===== config.mk =====
export PLATFORM = sky130hd
export DESIGN_NAME = mem_scan
export DESIGN_NICKNAME = d
export VERILOG_FILES = /design/src/rtl/mem_scan.sv
export SDC_FILE = /design/constraint.sdc
export NUM_CORES = 1
export LEC_CHECK = 0
export CAP_MARGIN = 15
export CORE_UTILIZATION = 56
export CTS_BUF_LIST = sky130_fd_sc_hd__clkbuf_16
export DETAILED_ROUTE_END_ITERATION = 10
export PLACE_DENSITY = 0.76
export SLEW_MARGIN = 20
export SYNTH_ARGS = -nofsm -noshare
export SYNTH_HDL_FRONTEND = slang
export SYNTH_SLANG_ARGS = --single-unit

===== constraint.sdc =====
create_clock -name clk -period 4.9 [get_ports clk]
set_input_delay 0.98 -clock clk [delete_from_list [all_inputs] [get_ports clk]]
set_output_delay 0.98 -clock clk [all_outputs]
set_load 0.02 [all_outputs]

===== src/rtl/mem_scan.sv =====
// mem_scan: built-in RAM self test. Writes a base pattern XOR address to the
// internal RAM, reads it back and compares, then repeats with the inverted
// pattern. Reports the first mismatch and drives a 32-bit display value.
// Optional build macro: MEM_SCAN_FAULT_INJ_EN adds inj_en/inj_addr, which flip
// bit 0 of any word written to inj_addr so that the compare path can be exercised.
module mem_scan #(
    parameter int DATA_WIDTH = 32,
    parameter int ADDR_WIDTH = 6
) (
    input  logic                  clk,
    input  logic                  rst,
    input  logic                  start,
    input  logic [1:0]            pat_sel,
`ifdef MEM_SCAN_FAULT_INJ_EN
    input  logic                  inj_en,
    input  logic [ADDR_WIDTH-1:0] inj_addr,
`endif
    output logic                  busy,
    output logic                  done,
    output logic                  fail,
    output logic [ADDR_WIDTH-1:0] fail_addr,
    output logic [DATA_WIDTH-1:0] fail_data,
    output logic [31:0]           disp_data
);

    localparam int DEPTH = 2**ADDR_WIDTH;
    localparam logic [ADDR_WIDTH-1:0] ADDR_LAST = {ADDR_WIDTH{1'b1}};
    localparam logic [ADDR_WIDTH-1:0] ADDR_ONE  = {{(ADDR_WIDTH-1){1'b0}}, 1'b1};

    typedef enum logic [1:0] {
        S_IDLE  = 2'd0,
        S_WRITE = 2'd1,
        S_READ  = 2'd2,
        S_DONE  = 2'd3
    } state_t;

    // 32-bit base pattern for each select value
    function automatic logic [31:0] f_base32(input logic [1:0] sel);
        case (sel)
            2'd0:    return 32'h1234_5678;
            2'd1:    return 32'h8765_4321;
            2'd2:    return 32'hFEDC_BA98;
            2'd3:    return 32'h89AB_CDEF;
            default: return 32'h1234_5678;
        endcase
    endfunction

    // Base pattern replicated or truncated to the RAM word, LSB aligned
    function automatic logic [DATA_WIDTH-1:0] f_base(input logic [1:0] sel);
        logic [63:0] rep;
        rep = {f_base32(sel), f_base32(sel)};
        return rep[DATA_WIDTH-1:0];
    endfunction

    // Word expected at an address: base ^ address, inverted in the second pass
    function automatic logic [DATA_WIDTH-1:0] f_expected(
        input logic [1:0]            sel,
        input logic [ADDR_WIDTH-1:0] addr,
        input logic                  pass
    );
        logic [63:0]           a_ext;
        logic [DATA_WIDTH-1:0] val;
        a_ext                 = 64'd0;
        a_ext[ADDR_WIDTH-1:0] = addr;
        val                   = f_base(sel) ^ a_ext[DATA_WIDTH-1:0];
        return pass ? ~val : val;
    endfunction

    // RAM word zero-extended or truncated to the 32-bit display width
    function automatic logic [31:0] f_to32(input logic [DATA_WIDTH-1:0] d);
        logic [63:0] t;
        t                 = 64'd0;
        t[DATA_WIDTH-1:0] = d;
        return t[31:0];
    endfunction

    state_t                  r_state;
    logic                    r_pass;
    logic [ADDR_WIDTH-1:0]   r_addr;
    logic                    r_tail;
    logic                    r_rd_vld;
    logic [ADDR_WIDTH-1:0]   r_rd_addr;
    logic [1:0]              r_pat;
    logic                    r_busy;
    logic                    r_done;
    logic                    r_fail;
    logic [ADDR_WIDTH-1:0]   r_fail_addr;
    logic [DATA_WIDTH-1:0]   r_fail_data;
    logic [31:0]             r_disp;

    logic [DATA_WIDTH-1:0]   r_mem [DEPTH];
    logic [DATA_WIDTH-1:0]   r_q;

    logic                    w_inj;
    logic                    w_we;
    logic [DATA_WIDTH-1:0]   w_wr_data;
    logic [DATA_WIDTH-1:0]   w_exp;
    logic                    w_mismatch;

`ifdef MEM_SCAN_FAULT_INJ_EN
    assign w_inj = inj_en && (r_addr == inj_addr);
`else
    assign w_inj = 1'b0;
`endif

    assign w_we       = (r_state == S_WRITE);
    assign w_wr_data  = f_expected(r_pat, r_addr, r_pass) ^ {{(DATA_WIDTH-1){1'b0}}, w_inj};
    assign w_exp      = f_expected(r_pat, r_rd_addr, r_pass);
    assign w_mismatch = (r_state == S_READ) && r_rd_vld && (r_q != w_exp);

    // RAM storage: synchronous write, contents are never reset
    always_ff @(posedge clk) begin
        if (w_we) begin
            r_mem[r_addr] <= w_wr_data;
        end
    end

    // RAM read port: registered data, one cycle after the address is presented
    always_ff @(posedge clk) begin
        r_q <= r_mem[r_addr];
    end

    // Scan sequencer: phase/pass/address control and result capture
    always_ff @(posedge clk or posedge rst) begin
        if (rst) begin
            r_state     <= S_IDLE;
            r_pass      <= 1'b0;
            r_addr      <= {ADDR_WIDTH{1'b0}};
            r_tail      <= 1'b0;
            r_rd_vld    <= 1'b0;
            r_rd_addr   <= {ADDR_WIDTH{1'b0}};
            r_pat       <= 2'd0;
            r_busy      <= 1'b0;
            r_done      <= 1'b0;
            r_fail      <= 1'b0;
            r_fail_addr <= {ADDR_WIDTH{1'b0}};
            r_fail_data <= {DATA_WIDTH{1'b0}};
            r_disp      <= 32'h1234_5678;
        end else begin
            case (r_state)
                S_IDLE: begin
                    r_done <= 1'b0;
                    if (start) begin
                        r_state  <= S_WRITE;
                        r_pass   <= 1'b0;
                        r_addr   <= {ADDR_WIDTH{1'b0}};
                        r_tail   <= 1'b0;
                        r_rd_vld <= 1'b0;
                        r_pat    <= pat_sel;
                        r_busy   <= 1'b1;
                        r_fail   <= 1'b0;
                        r_disp   <= f_base32(pat_sel);
                    end else begin
                        r_busy <= 1'b0;
                    end
                end
                S_WRITE: begin
                    if (r_addr == ADDR_LAST) begin
                        r_state  <= S_READ;
                        r_addr   <= {ADDR_WIDTH{1'b0}};
                        r_tail   <= 1'b0;
                        r_rd_vld <= 1'b0;
                    end else begin
                        r_addr <= r_addr + ADDR_ONE;
                    end
                end
                S_READ: begin
                    if (w_mismatch) begin
                        // Abort on the first bad word; keep an earlier capture if one exists
                        r_fail   <= 1'b1;
                        r_state  <= S_DONE;
                        r_done   <= 1'b1;
                        r_rd_vld <= 1'b0;
                        r_tail   <= 1'b0;
                        r_addr   <= {ADDR_WIDTH{1'b0}};
                        if (!r_fail) begin
                            r_fail_addr <= r_rd_addr;
                            r_fail_data <= r_q;
                            r_disp      <= f_to32(r_q);
                        end
                    end else if (r_tail) begin
                        // Final compare-only cycle of the read phase
                        r_tail   <= 1'b0;
                        r_rd_vld <= 1'b0;
                        if (!r_pass) begin
                            r_state <= S_WRITE;
                            r_pass  <= 1'b1;
                            r_addr  <= {ADDR_WIDTH{1'b0}};
                        end else begin
                            r_state <= S_DONE;
                            r_done  <= 1'b1;
                        end
                    end else begin
                        r_rd_addr <= r_addr;
                        r_rd_vld  <= 1'b1;
                        if (r_addr == ADDR_LAST) begin
                            r_tail <= 1'b1;
                            r_addr <= {ADDR_WIDTH{1'b0}};
                        end else begin
                            r_addr <= r_addr + ADDR_ONE;
                        end
                    end
                end
                S_DONE: begin
                    r_state <= S_IDLE;
                    r_done  <= 1'b0;
                    r_busy  <= 1'b0;
                end
                default: begin
                    r_state <= S_IDLE;
                    r_done  <= 1'b0;
                    r_busy  <= 1'b0;
                end
            endcase
        end
    end

    assign busy      = r_busy;
    assign done      = r_done;
    assign fail      = r_fail;
    assign fail_addr = r_fail_addr;
    assign fail_data = r_fail_data;
    assign disp_data = r_disp;

endmodule


==> run_results.csv <==
group,metric,value,unit
routing,antenna_left,0,
finish,fill_cells,5010,
critical_path,critPathMaxFanout,66,
critical_path,setup.worst_path.start_class,"flip-flop",
clocking,clkTransAtPathRegs,0.06,ns
critical_path,worstPathCellList,"buf_12, mux4_2, mux2i_1, o22ai_1, nor4_1, o211ai_1",
die,core_area,76100,µm²
critical_path,path_class,"reg -> reg",
synthesis,synth_compound_area_frac,0.0735,
timing,period_needed,4.12,ns
synthesis,synth_ff_type,"edfxtp_1",
clocking,cts-root-buf,"clkbuf_16",
global_routing,antenna_found_initial,5,
power,comb_power_share,0.265,
routing,vias,25000,
global_routing,grt_pass1_wl,170000,µm
timing,fin_tns_setup,0,ns
critical_path,endpoint_kind,"flip-flop",
routing,firstDrtPassIters,6,
die,io_pins,78,
finish,utilization,0.647,
flow_run,cap_violations,0,
synthesis,synth_seq_cells,1100,
worst_hold_path,hp-class,"reg -> reg",
clocking,clock_latency,0.70,ns
critical_path,r2r_slack,0.78,ns
timing,timing.hold.ws,0.495,ns
routing,totalWireLength,119000,µm
routing,viasPerCell,6.80,
synthesis,synthXorXnorAreaFrac,0.00550,
power,leakage,16.1,nW
finish,final_common_cell,"edfxtp_1",
critical_path,cp-startpoint,"r_addr[0]",
clocking,ctsHoldBuffers,0,
critical_path,path_buf_inv,1,
finish,multi_input_area,9840,µm²
critical_path,cp.required,5.41,ns
synthesis,ys_seq_area_frac,0.754,
critical_path,critPathMaxStageDelay,1.07,ns
timing,hold_violations,0,
synthesis,synth.cell_area,43200,µm²
place,place_area,45700,µm²
synthesis,postSynth.asyncResetShare,0.0545,
finish,seqCellArea,32600,µm²
place,io_buffer_count,77,
synthesis,synthSimpleGateAreaFrac,0.0337,
global_routing,gr-total-overflow,0,
synthesis,avgSynthCellArea,17.9,µm²
die,die_area,78300,µm²
synthesis,syn-num-nets,2429,
power,p_int,19.2,mW
critical_path,arrival,4.63,ns
place,post-place-ws,1.05,ns
synthesis,synth-edff-count,1024,
critical_path,cpMaxStageDelayCell,"dfrtp_4",
power,p_clk_frac,0.286,
timing,finClkSkew,0.0383,ns
power,power.density,577,nW/µm²
global_routing,track_usage,0.305,
global_routing,first_global_vias,24300,
clocking,cts.sinks,1100,
critical_path,r2r_start,"r_addr[0]",
synthesis,synth.distinct_cells,76,
synthesis,synthAdderAreaFrac,0.00492,
finish,area_growth,13.9,%
timing,min_period_over_period,0.840,
clocking,cts_resized,0,
die,initial_core_util,0.568,
finish,fin_nets,2580,
synthesis,synthCells,2407,
place,gp_congestion,1.02,
critical_path,cp_top_family,"flip-flops",
critical_path,rr_worst_depth,6,
power,power,28.4,mW
finish,drive_gt1_frac,0.210,
clocking,htree_levels,3,
place,dpl.hpwl,70100,µm
power,pwr-share-seq,0.449,
timing,slew_headroom,0.255,
timing,finalWorstSetupSlack,0.784,ns
die,die_w,280,µm
finish,design_area,49200,µm²
outcome,status,"completed",
timing,max_freq,243,MHz
die,rows,101,
power,p_sw,9.15,mW
finish,stdcell_count,3676,
critical_path,r2r-end,"r_q[26]",
clocking,cts_setup_buffers,0,
synthesis,synthMuxAreaShare,0.106,
critical_path,crit_cells,6,
routing,wl_per_cell,32.3,µm
timing,finalSetupViolCount,0,
power,vdd_ir_drop_max,0.478,mV
finish,final_cell_mix,"1,024 x edfxtp_1, 153 x nor2_1, 136 x buf_4, 107 x clkbuf_16, 106 x mux4_2",
timing,slew_violations,0,
clocking,cts_buffer_depth,3,
synthesis,synth_top_family_by_area,"multiplexers",
power,swShare,0.323,
die,die_h,280,µm
routing,drt_iter0_markers,4032,
place,placed_cells,3479,
synthesis,yosysWarningCount,0,
critical_path,endpoint,"r_q[26]",
routing,drcViolationCount,0,
timing,rsz0062_at_grt,"no",
timing,tightest_slew,1.12,ns
clocking,numCtsBuffers,107,
clocking,cts_tree,"yes",
global_routing,grt_max_degree,87,
worst reg2reg max path, cell delays in order (launching register included):
cell,delay [ns]
dfrtp_4,1.07
buf_12,0.48
mux4_2,0.63
mux2i_1,0.43
o22ai_1,0.27
nor4_1,0.86
o211ai_1,0.21
cell usage after synthesis, drive strengths merged, types with 11 or more instances:
cell type  instances  area (µm²)
mux2i            101        1010
a21oi             77         385
o22ai             46         294
dfxtp             16         320
a221oi           101         885
dfrtp             53        1330
nand2             92         353
nor2b             11        76.3
a22o              21         184
a22oi             53         398
mux4             106        2390
mux2             103        1160
xnor2             12         105
nand3             11        55.1
clkbuf            60         225
ha                17         213
a221o             15         150
edfxtp          1024       30700
buf              117         668
o21ai             48         244
inv               23        86.3
nor2             157         589
registers in the layout, summed over array words and instances (netlist names), 2 cells and up:
register and flops:
r_addr 6, fail_data 16, r_state 2, r_rd_addr 6, r_pat 2, fail_addr 6, disp_data 16, r_mem 1024
r_q 16
power groups by stage:
stage	sequential, mW	combinational, mW	clock [mW]
floorplan	12.9	4.17	0
finish	12.7	7.51	8.13
CTS	12.7	7.34	8.18
detailed placement	12.9	7.29	0
global route	12.8	7.76	8.53
global placement	12.9	7.08	0
cell families after synthesis:
family                   after synthesis
multiplexers                         310
XOR/XNOR                              24
flip-flops                          1100
buffers and inverters                200
AND/OR/NAND/NOR                      326
adder cells (fa/ha/maj)               17
AO/OA/AOI/OAI                        430
cell type report:
class                   instances  area share
well taps                    1030      0.0262
clock inverters                88      0.0160
inverters                      23     0.00183
clock buffers                 107      0.0544
flip-flops and latches       1100       0.662
diodes                          2    0.000102
repair buffers                219      0.0389
multi-input cells            1107       0.200
layer usage:
layer,GRT usage,part of all wire,up-vias
met4,0.162,0.060,0
met3,0.0835,0.14,417
met2,0.460,0.45,2062
li1,-,-,9997
met5,0,0,-
met1,0.409,0.35,12500
worst min-delay path by stage:
| stage | start | to | depth (start not counted) |
|---|---|---|---|
| 2_1_floorplan | r_rd_addr[1] | r_rd_addr[1] | 2 |
| 3_3_place_gp | disp_data[1] | disp_data[1] | 1 |
| 3_5_place_dp | disp_data[1] | disp_data[1] | 1 |
| 4_1_cts | disp_data[2] | disp_data[2] | 1 |
| 5_1_grt | disp_data[2] | disp_data[2] | 1 |
| 6_report | disp_data[2] | disp_data[2] | 1 |
Power figures use the tool's default switching activity.
